### src/rtl/hazard_controller.sv
// ============================================================================
// hazard_controller
// Forwarding selects, stall/bubble and IF/ID flush for the 5-stage MIPS core.
// Optional stall/flush counters: define HAZARD_PERF_EN.
// Revision: 1.0
// ============================================================================
`default_nettype none

module hazard_controller #(
    parameter int CNT_W = 16
) (
    input  logic             clk,
    input  logic             reset,
    input  logic [5:0]       IDop,
    input  logic [5:0]       EXop,
    input  logic [5:0]       MEMop,
    input  logic [5:0]       WBop,
    input  logic [4:0]       IDrs,
    input  logic [4:0]       IDrt,
    input  logic [4:0]       EXrs,
    input  logic [4:0]       EXrt,
    input  logic [4:0]       EXrd,
    input  logic [4:0]       MEMrt,
    input  logic [4:0]       MEMrd,
    input  logic [4:0]       WBrt,
    input  logic [4:0]       WBrd,
    input  logic             br_taken,
    output logic [1:0]       fwdA_EX,
    output logic [1:0]       fwdB_EX,
    output logic [1:0]       fwdA_ID,
    output logic [1:0]       fwdB_ID,
    output logic             stall,
    output logic             bubble,
    output logic             flush_ifid
`ifdef HAZARD_PERF_EN
    ,
    output logic [CNT_W-1:0] stall_cnt,
    output logic [CNT_W-1:0] flush_cnt
`endif
);

    localparam logic [5:0] OP_RTYPE = 6'b000000;
    localparam logic [5:0] OP_LW    = 6'b100011;
    localparam logic [5:0] OP_SW    = 6'b101011;
    localparam logic [5:0] OP_BEQ   = 6'b000100;
    localparam logic [5:0] OP_BNE   = 6'b000101;
    localparam logic [5:0] OP_ADDI  = 6'b001000;
    localparam logic [5:0] OP_SLTI  = 6'b001010;
    localparam logic [5:0] OP_J     = 6'b000010;

    typedef enum logic [0:0] {
        RUN    = 1'b0,
        STALL1 = 1'b1
    } state_t;

    state_t state;

    // Destination register of an instruction; 0 means "writes nothing".
    function automatic logic [4:0] dest_of(input logic [5:0] op,
                                           input logic [4:0] rt,
                                           input logic [4:0] rd);
        logic [4:0] d;
        d = 5'd0;
        case (op)
            OP_RTYPE:                  d = rd;
            OP_LW, OP_ADDI, OP_SLTI:   d = rt;
            default:                   d = 5'd0;
        endcase
        return d;
    endfunction

    function automatic logic uses_rs(input logic [5:0] op);
        return (op == OP_RTYPE) || (op == OP_LW) || (op == OP_SW) ||
               (op == OP_ADDI) || (op == OP_SLTI) || (op == OP_BEQ) ||
               (op == OP_BNE);
    endfunction

    function automatic logic uses_rt(input logic [5:0] op);
        return (op == OP_RTYPE) || (op == OP_SW) || (op == OP_BEQ) ||
               (op == OP_BNE);
    endfunction

    function automatic logic [1:0] fwd_sel(input logic [4:0] src,
                                           input logic [4:0] mem_dst,
                                           input logic       mem_is_lw,
                                           input logic [4:0] wb_dst);
        logic [1:0] s;
        s = 2'b00;
        if (mem_dst != 5'd0 && mem_dst == src && !mem_is_lw)
            s = 2'b01;
        else if (wb_dst != 5'd0 && wb_dst == src)
            s = 2'b10;
        return s;
    endfunction

    logic [4:0] ex_dst;
    logic [4:0] mem_dst;
    logic [4:0] wb_dst;
    logic       mem_is_lw;
    logic       ex_is_lw;
    logic       ex_is_alu;
    logic       id_is_br;
    logic       ld_use;
    logic       br_ex_alu;
    logic       br_mem_ld;
    logic       br_ex_ld;
    logic       haz_d1;
    logic       stall_int;

    assign ex_dst    = dest_of(EXop, EXrt, EXrd);
    assign mem_dst   = dest_of(MEMop, MEMrt, MEMrd);
    assign wb_dst    = dest_of(WBop, WBrt, WBrd);
    assign mem_is_lw = (MEMop == OP_LW);
    assign ex_is_lw  = (EXop == OP_LW);
    assign ex_is_alu = (EXop == OP_RTYPE) || (EXop == OP_ADDI) || (EXop == OP_SLTI);
    assign id_is_br  = (IDop == OP_BEQ) || (IDop == OP_BNE);

    assign ld_use    = ex_is_lw && (EXrt != 5'd0) &&
                       ((uses_rs(IDop) && EXrt == IDrs) ||
                        (uses_rt(IDop) && EXrt == IDrt));
    assign br_ex_alu = id_is_br && ex_is_alu && (ex_dst != 5'd0) &&
                       (ex_dst == IDrs || ex_dst == IDrt);
    assign br_mem_ld = id_is_br && mem_is_lw && (MEMrt != 5'd0) &&
                       (MEMrt == IDrs || MEMrt == IDrt);
    assign br_ex_ld  = id_is_br && ex_is_lw && (EXrt != 5'd0) &&
                       (EXrt == IDrs || EXrt == IDrt);
    assign haz_d1    = ld_use || br_ex_alu || br_mem_ld || br_ex_ld;

    // STALL1 holds the pipeline regardless of what detection currently sees.
    assign stall_int = (state == STALL1) || haz_d1;

    always_comb begin
        fwdA_EX    = 2'b00;
        fwdB_EX    = 2'b00;
        fwdA_ID    = 2'b00;
        fwdB_ID    = 2'b00;
        stall      = 1'b0;
        bubble     = 1'b0;
        flush_ifid = 1'b0;
        if (reset) begin
            fwdA_EX    = fwd_sel(EXrs, mem_dst, mem_is_lw, wb_dst);
            fwdB_EX    = fwd_sel(EXrt, mem_dst, mem_is_lw, wb_dst);
            fwdA_ID    = fwd_sel(IDrs, mem_dst, mem_is_lw, wb_dst);
            fwdB_ID    = fwd_sel(IDrt, mem_dst, mem_is_lw, wb_dst);
            stall      = stall_int;
            bubble     = stall_int;
            flush_ifid = !stall_int &&
                         ((IDop == OP_J) || (id_is_br && br_taken));
        end
    end

    always_ff @(posedge clk or negedge reset) begin
        if (!reset) begin
            state <= RUN;
        end else begin
            case (state)
                RUN:     state <= br_ex_ld ? STALL1 : RUN;
                STALL1:  state <= RUN;
                default: state <= RUN;
            endcase
        end
    end

`ifdef HAZARD_PERF_EN
    always_ff @(posedge clk or negedge reset) begin
        if (!reset) begin
            stall_cnt <= '0;
            flush_cnt <= '0;
        end else begin
            if (stall && stall_cnt != {CNT_W{1'b1}})
                stall_cnt <= stall_cnt + 1'b1;
            if (flush_ifid && flush_cnt != {CNT_W{1'b1}})
                flush_cnt <= flush_cnt + 1'b1;
        end
    end
`endif

endmodule

`default_nettype wire

### config.mk
export PLATFORM = sky130hd
export DESIGN_NAME = hazard_controller
export DESIGN_NICKNAME = d
export VERILOG_FILES = /design/src/rtl/hazard_controller.sv
export SDC_FILE = /design/constraint.sdc
export NUM_CORES = 1
export LEC_CHECK = 0
export CAP_MARGIN = 20
export CORE_UTILIZATION = 42
export DETAILED_ROUTE_END_ITERATION = 8
export HOLD_SLACK_MARGIN = 0.03
export PLACE_DENSITY = 0.93
export SETUP_SLACK_MARGIN = 0.4
export SKIP_LAST_GASP = 1
export SLEW_MARGIN = 10
export SYNTH_ARGS = -nofsm -noshare
export SYNTH_HDL_FRONTEND = slang
export SYNTH_SLANG_ARGS = --single-unit
export TNS_END_PERCENT = 5
### constraint.sdc
create_clock -name clk -period 3 [get_ports clk]
set_clock_uncertainty 0.1 [all_clocks]
set_input_delay 0.45 -clock clk [delete_from_list [all_inputs] [get_ports clk]]
set_output_delay 0.45 -clock clk [all_outputs]
set_load 0.005 [all_outputs]
# Word level (Yosys, flattened, before mapping)
# Cells that the tools add are included.
totals:
  regBits: 1
  in_bits: 72
  output_inout_bits: 11
  wordCells: 113
op_classes:
  n_eq_ne: 30
  mux: 19
  n_bitwise: 1
  n_reduce_logical: 62
op_table:
  columns: ["operator", "n"]
  rows:
  - ["== test 5 bit", 14]
  - ["== test 6 x 4 -> 1 bit, second input constant", 8]
  - ["== test 6 bit, second input constant", 5]
  - ["case mux 5 bit (2 select lines)", 3]
  - ["logical AND 1 bit", 27]
  - ["nonzero test 5 bit", 5]
  - ["zero test 6 bit", 4]
  - ["2-to-1 mux 2 bit", 12]
  - ["logical OR 1 bit", 21]
  - ["== test 6 x 3 -> 1 bit, second input constant", 2]
  - ["OR reduction 3 bit", 3]
  - ["== test 6 x 2 -> 1 bit, second input constant", 1]
  - ["2-to-1 mux 1 bit", 3]
  - ["zero test 1 bit", 2]
  - ["case mux 1 bit (2 select lines)", 1]
  - ["NOT 1 bit", 1]

# Longest topological paths before layout
depth:
  ltp_word: 17
  mapped_depth: 8
  ltp_nobuf: 6

# Worst setup path after synthesis
# OpenSTA, ideal clock, no wires.
synth_path:
  path_kind: "input port to output port"
  from: "in EXop[0]"
  to: "out stall"
  t_arrival_ps: 2055
  required_time_ps: 2450
  slack_ps: 395
  path_stages: 8
  path_buffers: 2
  cell_sequence: "and4b_1 buf_6 o21a_1 a221o_1 a32o_1 nor4_2 o31a_1 buf_4"
synth_via:
  elab_chain_cells: 11
  elab_cells_between_ends: 25
synth_rtl:
  columns: ["element", "line_no", "text"]
  rows:
  - ["start: declaration", "15", "input logic [5:0] EXop,"]
  - ["== test 6 bit, or another cell as far along", "64, 114", null]
  - ["OR reduction 3 bit or logical OR 1 bit (tied branches)", "64, 115", null]
  - ["case mux 5 bit (2 select lines) or logical OR 1 bit (tied branches)", "64, 115", null]
  - ["== test 5 bit, or another cell as far along", "122", "(ex_dst == IDrs || ex_dst == IDrt);"]
  - ["logical OR 1 bit or logical AND 1 bit (tied branches)", "122, 121", null]
  - ["logical AND 1 bit", "121", "assign br_ex_alu = id_is_br && ex_is_alu && (ex_dst != 5'd0) &&"]
  - ["logical OR 1 bit (2 in series)", "127", "assign haz_d1 = ld_use || br_ex_alu || br_mem_ld || br_ex_ld;"]
  - ["logical OR 1 bit (*)", "127", null]
  - ["logical OR 1 bit (*)", "130", "assign stall_int = (state == STALL1) || haz_d1;"]
  - ["2-to-1 mux 1 bit (*)", null, null]
  - ["end: declaration", "32", "output logic stall,"]
# Mark *: on every way between the ends. The rest lies on a longest branch, timed or not.

# Worst setup path after layout
layout_path:
  from: "in WBop[5]"
  to: "out fwdB_ID[1]"
layout_via:
  elab_chain_cells: 8
  elab_cells_between_ends: 12
layout_rtl:
  columns: ["element", "line_no", "text"]
  rows:
  - ["start: declaration", "17", "input logic [5:0] WBop,"]
  - ["== test 6 bit or == test 6 x 4 -> 1 bit (tied branches)", "64", "case (op)"]
  - ["OR reduction 3 bit", "64", null]
  - ["case mux 5 bit (2 select lines) (*)", "64", null]
  - ["== test 5 bit or nonzero test 5 bit (tied branches)", "91", "else if (wb_dst != 5'd0 && wb_dst == src)"]
  - ["logical AND 1 bit (*)", "91", null]
  - ["2-to-1 mux 2 bit (*)", "91", null]
  - ["2-to-1 mux 2 bit (*)", "89", "if (mem_dst != 5'd0 && mem_dst == src && !mem_is_lw)"]
  - ["2-to-1 mux 2 bit (*)", "140", "if (reset) begin"]
  - ["end: declaration", "31", "output logic [1:0] fwdB_ID,"]
# Marks and branches as above.

==> summary.txt <==
Outcome
  • Status: finished, violations left
  • Failing checks: negative setup slack

Clocking
  • Clock latency on the worst-skew pair: 0 ns
  • Clock-pin slew on the worst setup and hold paths: 0 ns
  • Cts hold-fix bufs: 0

Worst setup path
  • CP Capture Type: output pin
  • Startpoint Class: input pin
  • Arrival time at the worst endpoint: 2.69 ns
  • Max FO, Critical Path: 4
  • Crit Path Category: input pin to output pin
  • Worst EP required: 2.45 ns

Timing
  • Slew margin rel.: 0.6851
  • Final worst slack: -0.2443 ns
  • Slew @ Worst Pin: between 0.4 and 0.5 ns
  • Worst-case hold slack: 0.4457 ns
  • Fin. Hold Viols: 0
  • Fin crit period: 3.244 ns
  • Slew Limit Fails: 0
  • Final setup violation count: 11
  • Fmax: approximately 310 MHz
  • RSZ-0062 raised after global routing: true
  • Setup_tns: -1.437 ns
  • Period utilisation layout: 1.081

Global routing
  • Initial antenna violation count: 0
  • Largest net degree at the start of global routing: 7
  • Total congestion overflow: 0
  • Global-route wire length before repair: 14990 microns
  • Vias in the first global route: 3002
  • Total global routing track utilization: 0.4563

Logic synthesis
  • Mapped Area: 1727 sq um
  • Yosys reg bits: 1
  • Synthesized area per cell: 7.316 sq um
  • Synth warn: 0
  • Syn Nets: 308
  • Post-synth EDFFs: 0
  • FFs w/ async S/R, synth: 1.000
  • Register area share after synthesis: 0.01449
  • Post-synthesis cell type count: 66
  • Post-Synthesis Cells: 236
  • Synth Flop Type: dfrtp_1

Floorplan
  • Num rows: 22
  • Core area: 3799 sq um
  • Initial Utilization: 0.4545
  • Die ar.: 4371 sq um
  • Die Y: around 66 microns
  • Die Wd: 66.12 microns
  • I/O pins: 83

Placed design
  • DP HPWL: 5982 microns
  • Gpl congestion: 1.010
  • DP Worst Slack: -0.6904 ns
  • Buffers on Ports: 82
  • Area post-placement: roughly 3000 sq um

Finish
  • Max reg flops: 1
  • Fin area: 3391 sq um
  • Final #Nets: 461
  • Largest Register: state
  • Fill cell total of the finished layout: 148
  • Most frequent cells in the layout: 84 x buf_4, 47 x clkdlybuf4s50_1, 31 x xnor2_1
  • Fraction of layout cells with a size suffix above 1: 0.4031
  • Diodes inserted: 0
  • Area delta synth->final: 96.38%
  • Largest registers: state (1)
  • Commonest non-fill, non-tap cell in the layout: buf_4

Route
  • Detail Route Antenna Nets: 0
  • Drt wl/cell: about 28 microns
  • Drt pass-1 iters: 8
  • Final wirelength: 11990 microns
  • Detailed Route Iter0 Violations: 440
  • Via count: roughly 3.2k
  • Residual DRC: 0
  • Vias per cell: 7.255

Power
  • Max rail drop VDD: 88.19 uV
  • Leak pwr: 1.450 nW
  • Power per cell area: 124.7 nW/um^2

Flow run
  • Max_cap viols: 0

Hold path
  • Hold/Removal Path Class: register to register
==> worst paths after layout <==
path | startpoint | endpoint | slack, ns | depth (start not counted)
setup / recovery | WBop[5] | fwdB_ID[1] | -0.24 | 9
hold reg to reg | state | state | 0.45 | 1
min in group asynchronous | reset | state | 0.97 | 2
hold / removal | state | state | 0.45 | 1
max in group asynchronous | reset | state | 1.72 | 2
setup reg to reg | state | state | 2.11 | 1
==> where the power goes <==
part | total [mW] | switching (mW) | internal (mW) | leakage, nW
sequential | 0.0137 | 0.00000110 | 0.0137 | 0.0140
combinational | 0.409 | 0.207 | 0.202 | 1.44
clock | 0 | 0 | 0 | 0
total | 0.423 | 0.207 | 0.215 | 1.45
==> cells by family after synthesis <==
| group | count (synthesis) | synth area share |
|---|---|---|
| xor gates and xnor gates | 56 | 0.2884 |
| AOI/OAI and AO/OA | 61 | 0.2935 |
| DFF | 1 | 0.01449 |
| buffers and inverters | 26 | 0.08767 |
| muxes | 4 | 0.02391 |
| and+or+nand+nor | 88 | 0.2920 |
==> timing repair <==
| action | in CTS | in global routing |
|---|---|---|
| setup buffers | 16 | 2 |
| setup endpoints to repair | 11 | 11 |
| hold endpoints to repair | 0 | 0 |
| resized for setup | 121 | 23 |
| pin swaps | 39 | 12 |
==> worst max-delay path, stage by stage <==
cell	delay [ns]
buf_2	0.13
or3b_4	0.43
a2111o_1	0.43
buf_6	0.15
nand3_1	0.10
nand3_1	0.16
nor4_4	0.44
o311a_1	0.28
buf_2	0.12
==> Yosys cell counts (2+ instances only) <==
cell type,count,area share
mux2i_1,3,0.017
nor2b_1,2,0.0072
clkbuf_1,12,0.026
o22ai_1,3,0.011
nand4_1,2,0.0072
inv_1,5,0.011
o21ai_1,2,0.0058
nor4_1,8,0.029
or3_1,2,0.0072
a21o_1,2,0.0087
a211oi_2,2,0.014
nor4_2,2,0.014
xnor2_1,32,0.16
o211ai_1,3,0.013
or4_1,2,0.0087
nor3_1,12,0.035
a32o_1,2,0.012
xor2_1,23,0.12
nor4b_1,2,0.010
o211a_1,4,0.023
o21a_1,6,0.026
nand2_1,9,0.020
o31a_1,3,0.015
a22o_1,7,0.036
and2_1,5,0.018
nor2_1,13,0.028
nand3_1,12,0.035
o21ai_0,6,0.017
nand4b_1,2,0.010
and3_1,6,0.022
or2_1,2,0.0072
o2111ai_1,2,0.010
buf_6,5,0.033
==> layout make-up <==
class | count | area (sq um) | area share
Timing Repair Buffer | 172 | 1454 | 0.4288
Tap cell | 48 | 60.06 | 0.01771
Sequential cell | 1 | 25.02 | 0.007380
Inverter | 5 | 18.77 | 0.005535
Multi-Input combinational cell | 209 | 1833 | 0.5406
==> routing by layer <==
metal | part of all wire | up-vias | GRT usage
met5 | 0 | - | 0
met4 | 0.13 | 0 | 0.3511
met3 | 0.15 | 199 | 0.1966
met2 | 0.41 | 422 | 0.7577
met1 | 0.31 | 1348 | 0.4430
li1 | - | 1187 | -
==> stage by stage <==
step | util | instances | power, mW
after floorplan | - | 236 | 0.1445
after global placement | 0.7938 | 417 | 0.3227
after detailed placement | 0.7938 | 417 | 0.3365
after CTS | 0.8570 | 433 | 0.3532
after global routing | 0.8926 | 435 | 0.4332
final | 0.8926 | 435 | 0.4227
(Power assumes the default switching activity.)
